### src/rtl/irf_bypass_ctrl_if.sv
// Decode-to-bypass-controller bus: operand/destination info in, bypass selects,
// load-use stall and IRF write port out.
interface irf_bypass_ctrl_if #(
  parameter int unsigned AW = 5
);
  logic          dec_valid;
  logic [AW-1:0] dec_ra;
  logic [AW-1:0] dec_rb;
  logic          dec_rb_used;
  logic          dec_wr;
  logic [AW-1:0] dec_dest;
  logic          dec_is_load;
  logic          hold;
  logic [2:0]    mux3_sel;
  logic [2:0]    mux4_sel;
  logic          stall;
  logic          write_en;
  logic [AW-1:0] write_addr;

  modport master (
    output dec_valid, dec_ra, dec_rb, dec_rb_used, dec_wr, dec_dest, dec_is_load, hold,
    input  mux3_sel, mux4_sel, stall, write_en, write_addr
  );

  modport slave (
    input  dec_valid, dec_ra, dec_rb, dec_rb_used, dec_wr, dec_dest, dec_is_load, hold,
    output mux3_sel, mux4_sel, stall, write_en, write_addr
  );
endinterface

### src/rtl/irf_bypass_ctrl.sv
// Integer register file hazard/forwarding controller: tracks producers in E3/E4/WB,
// drives operand bypass selects, the load-use stall and the IRF write port.
module irf_bypass_ctrl #(
  parameter int unsigned AW       = 5,
  parameter int unsigned ZERO_REG = 31
) (
  input logic              clk,
  input logic              reset,
  irf_bypass_ctrl_if.slave bus
);

  localparam logic [AW-1:0] ZeroReg = AW'(ZERO_REG);

  localparam logic [2:0] SelIrf  = 3'd0;
  localparam logic [2:0] SelRes3 = 3'd1;
  localparam logic [2:0] SelRes4 = 3'd2;
  localparam logic [2:0] SelMem  = 3'd3;

  typedef struct packed {
    logic          v;
    logic [AW-1:0] dest;
    logic          ld;
  } slot_t;

  slot_t         e3_q, e4_q, e3_d;
  logic          wb_v_q;
  logic [AW-1:0] wb_dest_q;

  logic a_e3, a_e4, b_e3, b_e4;
  logic stall_a, stall_b, stall;

  function automatic logic match(input slot_t s, input logic [AW-1:0] r);
    return s.v && (s.dest == r) && (r != ZeroReg);
  endfunction

  // Youngest producer wins; a load still in E3 cannot be forwarded (stall case).
  function automatic logic [2:0] pick(input logic m3, input logic ld3,
                                      input logic m4, input logic ld4);
    if (m3)      return ld3 ? SelIrf : SelRes3;
    else if (m4) return ld4 ? SelMem : SelRes4;
    else         return SelIrf;
  endfunction

  always_comb begin
    a_e3    = match(e3_q, bus.dec_ra);
    a_e4    = match(e4_q, bus.dec_ra);
    b_e3    = match(e3_q, bus.dec_rb);
    b_e4    = match(e4_q, bus.dec_rb);
    stall_a = a_e3 & e3_q.ld;
    stall_b = bus.dec_rb_used & b_e3 & e3_q.ld;
    stall   = bus.dec_valid & (stall_a | stall_b);

    bus.mux3_sel = SelIrf;
    bus.mux4_sel = SelIrf;
    if (bus.dec_valid) begin
      bus.mux3_sel = pick(a_e3, e3_q.ld, a_e4, e4_q.ld);
      if (bus.dec_rb_used) bus.mux4_sel = pick(b_e3, e3_q.ld, b_e4, e4_q.ld);
    end
    bus.stall = stall;

    // A stalled instruction is replaced by a bubble entering E3.
    e3_d.v    = bus.dec_valid & bus.dec_wr & ~stall & (bus.dec_dest != ZeroReg);
    e3_d.dest = bus.dec_dest;
    e3_d.ld   = bus.dec_is_load;

    bus.write_en   = wb_v_q & ~bus.hold;
    bus.write_addr = wb_v_q ? wb_dest_q : '0;
  end

  always_ff @(posedge clk or posedge reset) begin
    if (reset) begin
      e3_q      <= '0;
      e4_q      <= '0;
      wb_v_q    <= 1'b0;
      wb_dest_q <= '0;
    end else if (!bus.hold) begin
      wb_v_q    <= e4_q.v;
      wb_dest_q <= e4_q.dest;
      e4_q      <= e3_q;
      e3_q      <= e3_d;
    end
  end

endmodule

### src/flat_wrapper.sv
// flat-port wrapper written by rule: the top's interface ports become plain ports
module irf_bypass_ctrl_flat 
#(
  parameter int unsigned AW       = 5,
  parameter int unsigned ZERO_REG = 31
)
  (clk, reset, bus_dec_valid, bus_dec_ra, bus_dec_rb, bus_dec_rb_used, bus_dec_wr, bus_dec_dest, bus_dec_is_load, bus_hold, bus_mux3_sel, bus_mux4_sel, bus_stall, bus_write_en, bus_write_addr);
  irf_bypass_ctrl_if #(.AW(AW)) bus_i ();
  input logic clk;
  input logic reset;
  input wire logic [$bits(bus_i.dec_valid)-1:0] bus_dec_valid;
  input wire logic [$bits(bus_i.dec_ra)-1:0] bus_dec_ra;
  input wire logic [$bits(bus_i.dec_rb)-1:0] bus_dec_rb;
  input wire logic [$bits(bus_i.dec_rb_used)-1:0] bus_dec_rb_used;
  input wire logic [$bits(bus_i.dec_wr)-1:0] bus_dec_wr;
  input wire logic [$bits(bus_i.dec_dest)-1:0] bus_dec_dest;
  input wire logic [$bits(bus_i.dec_is_load)-1:0] bus_dec_is_load;
  input wire logic [$bits(bus_i.hold)-1:0] bus_hold;
  output wire logic [$bits(bus_i.mux3_sel)-1:0] bus_mux3_sel;
  output wire logic [$bits(bus_i.mux4_sel)-1:0] bus_mux4_sel;
  output wire logic [$bits(bus_i.stall)-1:0] bus_stall;
  output wire logic [$bits(bus_i.write_en)-1:0] bus_write_en;
  output wire logic [$bits(bus_i.write_addr)-1:0] bus_write_addr;
  assign bus_i.dec_valid = bus_dec_valid;
  assign bus_i.dec_ra = bus_dec_ra;
  assign bus_i.dec_rb = bus_dec_rb;
  assign bus_i.dec_rb_used = bus_dec_rb_used;
  assign bus_i.dec_wr = bus_dec_wr;
  assign bus_i.dec_dest = bus_dec_dest;
  assign bus_i.dec_is_load = bus_dec_is_load;
  assign bus_i.hold = bus_hold;
  assign bus_mux3_sel = bus_i.mux3_sel;
  assign bus_mux4_sel = bus_i.mux4_sel;
  assign bus_stall = bus_i.stall;
  assign bus_write_en = bus_i.write_en;
  assign bus_write_addr = bus_i.write_addr;
  irf_bypass_ctrl #(.AW(AW), .ZERO_REG(ZERO_REG)) u_core (.clk(clk), .reset(reset), .bus(bus_i));
endmodule
### config.mk
export PLATFORM = sky130hd
export DESIGN_NAME = irf_bypass_ctrl_flat
export DESIGN_NICKNAME = d
export VERILOG_FILES = /design/src/rtl/irf_bypass_ctrl_if.sv /design/src/rtl/irf_bypass_ctrl.sv /design/src/flat_wrapper.sv
export SDC_FILE = /design/constraint.sdc
export NUM_CORES = 1
export LEC_CHECK = 0
export ABC_AREA = 1
export CORE_MARGIN = 8
export CORE_UTILIZATION = 51
export CTS_CLUSTER_DIAMETER = 80
export DETAILED_ROUTE_END_ITERATION = 7
export PLACE_DENSITY = 0.84
export SYNTH_ARGS = -nofsm -noshare
export SYNTH_HDL_FRONTEND = slang
export SYNTH_SLANG_ARGS = --single-unit
### constraint.sdc
create_clock -name clk -period 2.8 [get_ports clk]
set_input_delay 0.42 -clock clk [delete_from_list [all_inputs] [get_ports clk]]
set_output_delay 0.42 -clock clk [all_outputs]
set_load 0.01 [all_outputs]
* Word-level counts from Yosys, hierarchy flattened
Index checks and enable logic that the tools add are counted.
** Word-level totals
- Logic and storage cells :: 44
- Input port bits :: 22
- Output and inout bits :: 13
- Flip-flop bits (word level) :: 20
** Cells by class
- Multiplexer cells :: 10
- Reduce and logical (&&, ||, !) cells :: 8
- Equal/unequal tests :: 7
- Bitwise logic cells :: 11
** Operator list (count)
- $mux W3 :: 7
- $eq A5 B5 Y1 :: 4
- $ne A5 B5 Y1 const B :: 3
- $and A1 B1 Y1 :: 8
- $logic_and A1 B1 Y1 :: 8
- $mux W5 :: 1
- $mux W1 :: 2
- $not A1 Y1 :: 2
- $or A1 B1 Y1 :: 1

* Logic depth before layout (Yosys ltp)
- Depth in word-level cells :: 10
- Gate-level depth with buffers :: 10
- Mapped depth without buffers :: 10

* Least setup slack after synthesis
Ideal clock, no wire load.
- Path kind :: in2out
- From :: input port bus_dec_rb[1]
- To :: output port bus_mux4_sel[0]
- Slack :: 1.314 ns
- Required time :: 2.380 ns
- Buffers on the path :: 0
- Stages :: 10
- Data arrival time :: 1.066 ns
- Cell sequence :: inv_1 > nand2_1 > nand2_1 > inv_2 > nand2_1 > nor2_4 > nand2_4 > nand2_1 > inv_1 > nor2_1
** Between the ends
- Word-level cells in the longest chain between the ends :: 7
- Elaborated cells between the ends (all ways) :: 11
** RTL lines
- from (decl) :: RTL line flat_wrapper.sv:13 : input wire logic [$bits(bus_i.dec_rb)-1:0] bus_dec_rb;
- $eq A5 B5 Y1 :: RTL line irf_bypass_ctrl.sv:33 : return s.v && (s.dest == r) && (r != ZeroReg);
- $logic_and A1 B1 Y1 (2 in a row) :: RTL line irf_bypass_ctrl.sv:33
- $mux W3 :: RTL line irf_bypass_ctrl.sv:40 : else if (m4) return ld4 ? SelMem : SelRes4;
- $mux W3 (*) :: RTL line irf_bypass_ctrl.sv:39 : if (m3) return ld3 ? SelIrf : SelRes3;
- $mux W3 (*) :: RTL line irf_bypass_ctrl.sv:57 : if (bus.dec_rb_used) bus.mux4_sel = pick(b_e3, e3_q.ld, b_e4, e4_q.ld);
- $mux W3 (*) :: RTL line irf_bypass_ctrl.sv:55 : if (bus.dec_valid) begin
- to (decl) :: RTL line flat_wrapper.sv:20 : output wire logic [$bits(bus_i.mux4_sel)-1:0] bus_mux4_sel;
Every way passes the cells marked *; elsewhere a longest branch is shown, timed or not.

* Worst setup path in the final report
- From :: input port bus_dec_ra[3]
- To :: output port bus_mux3_sel[0]
** Between the ends
- Word-level cells in the longest chain between the ends :: 6
- Elaborated cells between the ends (all ways) :: 10
** RTL lines
- from (decl) :: RTL line flat_wrapper.sv:12 : input wire logic [$bits(bus_i.dec_ra)-1:0] bus_dec_ra;
- $eq A5 B5 Y1 :: RTL line irf_bypass_ctrl.sv:33
- $logic_and A1 B1 Y1 (2 in a row) :: RTL line irf_bypass_ctrl.sv:33
- $mux W3 :: RTL line irf_bypass_ctrl.sv:40
- $mux W3 (*) :: RTL line irf_bypass_ctrl.sv:39
- $mux W3 (*) :: RTL line irf_bypass_ctrl.sv:55
- to (decl) :: RTL line flat_wrapper.sv:19 : output wire logic [$bits(bus_i.mux3_sel)-1:0] bus_mux3_sel;
Marked as above.

==> run metrics <==
Peak Freq=385 MHz; relative slew slack=0.463; NumNets Final=254; Initial DRC Count=80; vias in the first global route=1,229; Distinct cells, synth=22; global route total overflow=0; CTS root buffer=clkbuf_4; VDD IR-drop max=0.329 mV; cell breakdown of the critical path=clkdlybuf4s50_1 > nor2_1 > nor2_1 > nand2_1 > nor2_2 > nand2_1 > nand2_1 > inv_1 > nor2_1 > clkdlybuf4s50_1; die area=0.00438 sq mm; sequential fraction of the synthesis area=0.390; CP endpoint kind=output port; crit-path max FO=4; Horiz. Die Dim=66.2 um; # setup viols final=0; Leak=0.872 nW; routed length per instance=12.0 um; Worst Setup SP=bus_dec_ra[3]; post-DP HPWL=2.48 mm; slowest stage cell, crit path=clkdlybuf4s50_1; Rows=18; core box area=0.00243 sq mm; post-cts hold buffer count=0; # diodes=0; initial antenna violation count=0; CTS tree=done; drc violations=0; Vias per Instance=4.95; Area contributors post-synth=dfrtp_1 (39%), nand2_1 (20%), inv_1 (8.8%); Tot GR Track Use=0.147; synth warn=0; Clock Pin Slew Worst Setup and Hold Paths=0.11 ns; synthesized flop and latch total=20; layout cells sized above 1=0.0693; RSZ-0062 raised after global routing=no; max-slew violation count=0; DP Area=0.00163 sq mm; crit share post-route=0.927; hold path startpoint=u_core.wb_dest_q[2]; Power Dens Cells=417 mW/mm^2; Routed WL=3.14 mm; GPL Wtd Cong=0.844; Worst Hold Margin=0.496 ns; Final Instance Area=0.00167 sq mm; Clock Path Buffers=2; insertion delay to the later sink of the worst-skew pair=0.31 ns; highest cell delay on the worst timing path=0.56 ns; max cap viols=0; H-Tree Depth=1; Worst EP arrival=2.17 ns; drt first pass iters=5; # port buffers=32; Syn-to-layout area delta=29.7%; final hold vios=0; RR Startpoint=u_core.e3_q[2]; Setup TNS=0 ns; Syn Inst Count=198; Final Critical Period=2.59 ns; critical path type=input pin to output port; CTS sink count=20; commonest cells after routing, fill and taps aside=nand2_1 (70), clkdlybuf4s50_1 (31), inv_1 (30), dfrtp_1 (20), o21ai_0 (18); I/O pins=35; via count=1,293; Worst Hold Class=register to register; post-synth top area share=0.390; commonest non-fill, non-tap cell in the layout=nand2_1; largest net degree at the start of global routing=34; Initial Utilization=0.528; WP data required=2.38 ns; first-pass GRT wire length=5.24 mm; Die Y=66.2 um; Setup Skew=0.000831 ns; Post-Syn Area per Cell=6.48 sq um; Cell Area, Synth=0.00128 sq mm; CTS buffer count=3; Reg2Reg Setup Slack=1.55 ns; measured slew at the worst slew-check pin=0.804 ns; status=completed; ANT nets after route=0; largest area contributor in the synthesized netlist=dfrtp_1; Setup crit start kind=input pin
layout make-up:
type | instances | area [sq um]
tap | 30 | 37.5
fill | 232 | 767
multi-input combinational | 138 | 626
clock buffer | 4 | 36.3
inverter | 36 | 135
sequential | 20 | 500
timing repair buffer | 33 | 330
stage by stage:
stage,cells,power (mW),util,setup slack (ns)
6_report,261,0.694,0.685,0.205
5_1_grt,261,0.736,0.685,0.0405
4_1_cts,261,0.697,0.684,0.162
3_5_place_dp,257,0.526,0.669,0.169
3_3_place_gp,257,0.521,0.669,0.179
2_1_floorplan,199,0.451,-,1.31
synth_stat cells:
master and count:
a21oi_1 3, a31oi_1 1, buf_1 1, buf_4 2, clkbuf_1 2, conb_1 1
dfrtp_1 20, inv_1 30, inv_2 6, nand2_1 70, nand2_4 1, nand3_1 12
nand4_1 2, nor2_1 14, nor2_2 3, nor2_4 1, nor3_1 1, o211ai_1 1
o21ai_0 18, o21ai_1 3, or2_1 1, xnor2_1 5
report_power, final:
group / switching (mW) / total, mW / internal, mW
Combinational: 0.0954 / 0.173 / 0.0777
Clock: 0.0940 / 0.173 / 0.0795
Sequential: 0.0285 / 0.348 / 0.319
worst paths after layout:
kind                                       endpoint  depth (start not counted)
worst max-delay path                bus_mux3_sel[0]                         10
worst min-delay path            u_core.wb_dest_q[2]                          2
worst max register to register       u_core.e3_q[6]                          7
worst min register to register  u_core.wb_dest_q[2]                          2
max in group asynchronous            u_core.e4_q[6]                          2
min in group asynchronous            u_core.e3_q[5]                          2
sequential cells by signal, summed over array words and instances (netlist names):
name and count:
u_core.e3_q 7, u_core.wb_v_q 1, u_core.e4_q 7, u_core.wb_dest_q 5
critical path, delay by kind of cell:
| family | cells | cell delay [ns] |
|---|---|---|
| AND/OR/NAND/NOR | 7 | 0.61 |
| buffers and inverters | 3 | 1.14 |
routing by layer:
layer  track usage  up-vias  routed length (um)
met5             0        -                   0
met4        0.0533        0                  74
met3        0.0288        9                 226
met2         0.244       52                1480
met1         0.183      570                1360
li1              -      662                   -
cell families after synthesis:
logic type             count (synthesis)  synth area share
other                                  1           0.00292
AO/OA/AOI/OAI                         26             0.104
buffers and inverters                 41             0.126
AND/OR/NAND/NOR                      105             0.343
XOR/XNOR                               5            0.0341
flip-flops                            20             0.390
what timing repair did:
action,4_1_cts,5_1_grt
endpoints found under the setup margin,0,1
setup buffers,0,0
resized for setup,0,1
Power figures use the tool's default switching activity.
==> edit 1: new RTL, config.mk and constraints unchanged <==
`AW` is set to 5 in 3 places; all go to 6.
--- a/src/rtl/irf_bypass_ctrl_if.sv
+++ b/src/rtl/irf_bypass_ctrl_if.sv
@@ -2,5 +2,5 @@
 // load-use stall and IRF write port out.
 interface irf_bypass_ctrl_if #(
-  parameter int unsigned AW = 5
+  parameter int unsigned AW = 6
 );
   logic          dec_valid;
--- a/src/rtl/irf_bypass_ctrl.sv
+++ b/src/rtl/irf_bypass_ctrl.sv
@@ -2,5 +2,5 @@
 // drives operand bypass selects, the load-use stall and the IRF write port.
 module irf_bypass_ctrl #(
-  parameter int unsigned AW       = 5,
+  parameter int unsigned AW       = 6,
   parameter int unsigned ZERO_REG = 31
 ) (
--- a/src/flat_wrapper.sv
+++ b/src/flat_wrapper.sv
@@ -2,5 +2,5 @@
 module irf_bypass_ctrl_flat 
 #(
-  parameter int unsigned AW       = 5,
+  parameter int unsigned AW       = 6,
   parameter int unsigned ZERO_REG = 31
 )
Ports: changed (resized bus_dec_dest, bus_dec_ra, bus_dec_rb and bus_write_addr); port bits go from 35 to 39. The function was not compared with the original's and may differ.
==> edit 1 against the original RTL <==
  * Cell area up 13%
  * Worst setup slack worse by 110 ps
  * Via count up 15%
  * Synthesized area up 15%
  * Sequential cell count up 3
  * Combinational power up 14%
  * Largest cell class unchanged
  * Routed wire length up 18%
  * First-iteration DRC count down 15%
  * Power up 9.6%
==> edit 1: results (changes against the original RTL) <==
* Top cells by area, synth: dfrtp_1, nand2_1, inv_1
* Hpwl dp at 2.88 mm (+16%)
* Largest registers: u_core.e3_q x8, u_core.e4_q x8, u_core.wb_dest_q x6
* Via count at 1486 (+15%)
* Yosys cell types at 24 (+9.1%)
* Worst r2r src: u_core.e3_q[5]
* Initial antenna violation count at 0 (unchanged)
* Maximum vdd drop at 0.330 mV (+0.48%)
* Fillers at 244 (+5.2%)
* Worst Reg-to-Reg Cells at 8 (+1)
* Worst setup endpoint: bus_mux3_sel[1]
* Setup Skew at 6.80 ps (+5.97 ps)
* WL/cell at 12.7 µm (+5.9%)
* DR vias/cell at 5.11 (+3.1%)
* # port buffers at 36 (+13%)
* Global Route Usage Sum at 15.3% (+0.58 points)
* M1 WL at 1.65 mm (+22%)
* Clock buffer depth at 2 (unchanged)
* Met2 Routed Length at 1.70 mm (+14%)
* Placed Area at 1850 µm² (+14%)
* Dpl cells at 287 (+12%)
* Worst hold start: u_core.e3_q[7]
* Fraction of registers with async set/reset at 100% (unchanged)
* Syn_area_per_cell at 6.54 µm² (+0.93%)
* Ant. Diodes at 0 (unchanged)
* FF-to-FF End: u_core.e3_q[7]
* Met3 WL at 330 µm (+46%)
* Top cells by count, synth: nand2_1, inv_1, nor2_1
* Leak at 0.966 nW (+11%)
* Status: completed
* Sequential-to-total area share from yosys stat at 38.9% (-0.069 points)
* TritonCTS buffer count at 3 (unchanged)
* RePlAce Congestion at 0.882 (+4.5%)
* Share of cells above drive strength 1 at 8.08% (+1.2 points)
* First-iteration detailed-routing DRC count at 68 (-15%)
* Rel. slew slack at 43.0% (-3.3 points)
* Register clock-pin slew on the reported worst setup and hold paths at 130 ps (+20 ps)
* Critical path arrival at 2290 ps (+120 ps)
* Worst setup path startpoint: bus_dec_ra[5]
* CP max stage delay at 590 ps (+30 ps)
* Largest net degree at the start of global routing at 47 (+38%)
* First-pass GRT wire length at 6.35 mm (+21%)
* Number of global-route vias before repair at 1402 (+14%)
* Drt pass-1 iters at 4 (-1)
[edit 1: what timing repair did]
item / in CTS / in global routing
resized for setup: 0 / 2
endpoints found under the setup margin: 0 / 2
setup buffers: 0 / 0
[edit 1: how the worst min path moves through the flow]
stage	end	slack, ps	cells after the start
after floorplan	u_core.e3_q[0]	420	1
after global placement	u_core.wb_dest_q[3]	460	2
after detailed placement	u_core.e3_q[7]	470	2
after CTS	u_core.e3_q[7]	500	2
after global routing	u_core.wb_dest_q[1]	520	2
final	u_core.e3_q[7]	500	2
[edit 1: where the power goes]
group | total [mW] | switching [mW] | internal [mW] | leakage (nW)
clock network | 0.161 | 0.107 | 0.0536 | 0.0177
logic | 0.197 | 0.108 | 0.0894 | 0.673
registers | 0.402 | 0.0351 | 0.367 | 0.276
total | 0.761 | 0.250 | 0.510 | 0.966
[edit 1: cell families after synthesis]
logic type	after synthesis	share of synthesized area, %
buffers and inverters	47	12.6
AND/OR/NAND/NOR	117	33.9
other	1	0.254
AO/OA/AOI/OAI	33	11.3
XOR/XNOR	5	2.96
flip-flops	23	38.9
[edit 1: layout make-up]
type | count | area, µm² | area share (%)
clock inverter | 1 | 5.00 | 0.266
sequential | 23 | 576 | 30.5
timing repair buffer | 37 | 370 | 19.7
multi-input combinational | 157 | 726 | 38.5
tap | 31 | 38.8 | 2.06
clock buffer | 3 | 22.5 | 1.20
inverter | 39 | 146 | 7.77
[edit 1: tightest hold or removal path, cell delays in order, from the launching register on]
cell and delay, ps:
dfrtp_1 370, nand2_1 50, nand2_1 50
[edit 1: stage by stage]
| stage | util [%] | hold slack (ps) | setup slack [ps] |
|---|---|---|---|
| 2_1_floorplan | - | 422 | 1210 |
| 3_3_place_gp | 67.1 | 462 | 167 |
| 3_5_place_dp | 67.1 | 467 | 87.2 |
| 4_1_cts | 68.1 | 499 | 89.5 |
| 5_1_grt | 68.3 | 518 | 17.9 |
| 6_report | 68.3 | 496 | 93.8 |
[edit 1: metal layers]
layer / track usage, % / vias to the layer above
li1: - / 754
met1: 19.2 / 673
met2: 24.2 / 55
met3: 5.79 / 4
met4: 3.35 / 0
met5: 0 / -
==> edit 2: new RTL, config.mk and constraints unchanged <==
Made on the original files. Make the reset (`reset`) synchronous in one clocked block.
--- a/src/rtl/irf_bypass_ctrl.sv
+++ b/src/rtl/irf_bypass_ctrl.sv
@@ -68,5 +68,5 @@
   end
 
-  always_ff @(posedge clk or posedge reset) begin
+  always_ff @(posedge clk) begin
     if (reset) begin
       e3_q      <= '0;
Behaviour: differs if reset is asserted again (counterexample within 4 cycles, from zero or initial values and one cycle with reset high); with reset held inactive, the same outputs for 10 cycles.
==> edit 2 against the original RTL <==
  * Via count fell by 2.9%
  * Routed wire length rose by 7.9%
  * Clock skew rose by 14 ps
  * Cell area fell by 5.6%
  * Sequential cell count did not move
  * Worst setup slack got worse by 86 ps
  * Synthesized area fell by 7.1%
  * Fmax fell by 3.2%
  * Power fell by 10%
  * Critical endpoint unchanged
  * Largest power group unchanged
==> edit 2: results (changes against the original RTL) <==
* Seq/total area at 25.5% (-4.6 points)
* Status: completed
* Post-synthesis compound-gate area fraction at 16.8% (+6.4 points)
* Final WL at 3.39 mm (+7.9%)
* Hpwl dp at 2.59 mm (+4.5%)
* Fraction of registers with async set/reset at 0% (-100 points)
* Fillers at 190 (-18%)
* Worst hold start: u_core.wb_dest_q[4]
* First-iteration detailed-routing DRC count at 71 (-11%)
* Inverter count at 29 (-19%)
* Setup Skew at 14.8 ps (+14.0 ps)
* Maximum vdd drop at 0.366 mV (+11%)
* Data buffer area share at 21.7% (+1.8 points)
* Seq. pwr at 318 µW (-8.6%)
* Yosys cell types at 26 (+18%)
* Reg-to-reg slack, setup at 1450 ps (-100 ps)
* Synth Instances at 189 (-4.5%)
* Pre-CTS WS at 46.0 ps (-123 ps)
* Period utilization at 95.7% (+3.1 points)
* XOR/XNOR Fraction of Synth Area at 4.41% (+1.0 points)
* Global Route Usage Sum at 16.8% (+2.1 points)
* Worst r2r src: u_core.e3_q[4]
* FF-to-FF End: u_core.e3_q[6]
* Worst Reg-to-Reg Cells at 9 (+2)
* Multi-input combinational area share at 41.4% (+3.8 points)
==> edit 2: cell types whose count changed after synthesis, moves of 3 or more <==
cell and delta:
xor2_1 +4, buf_2 +3, a211oi_1 +15, dfxtp_1 +20
xnor2_1 -3, nand3_1 -3, dfrtp_1 -20, o21ai_0 -17
a21oi_1 +7, nor2_1 +6, nand2_1 -13, inv_1 -10
==> edit 2: cell families after synthesis <==
family                    count (synthesis)
and+or+nand+nor                          94
DFF                                      20
other                                     1
xor gates and xnor gates                  6
AOI/OAI and AO/OA                        31
buffers and inverters                    37
==> edit 2: per-layer routing <==
layer	vias to the layer above	global-route usage [%]	share of wire [%]
li1	659	-	-
met1	562	20.4	45
met2	31	29.2	49
met3	4	3.48	5.3
met4	0	4.09	0.74
met5	-	0	0
==> edit 2: repair_timing <==
item                                    4_1_cts  5_1_grt
setup buffers                                 0        0
endpoints found under the setup margin        0        2
gates resized for setup                       0        3
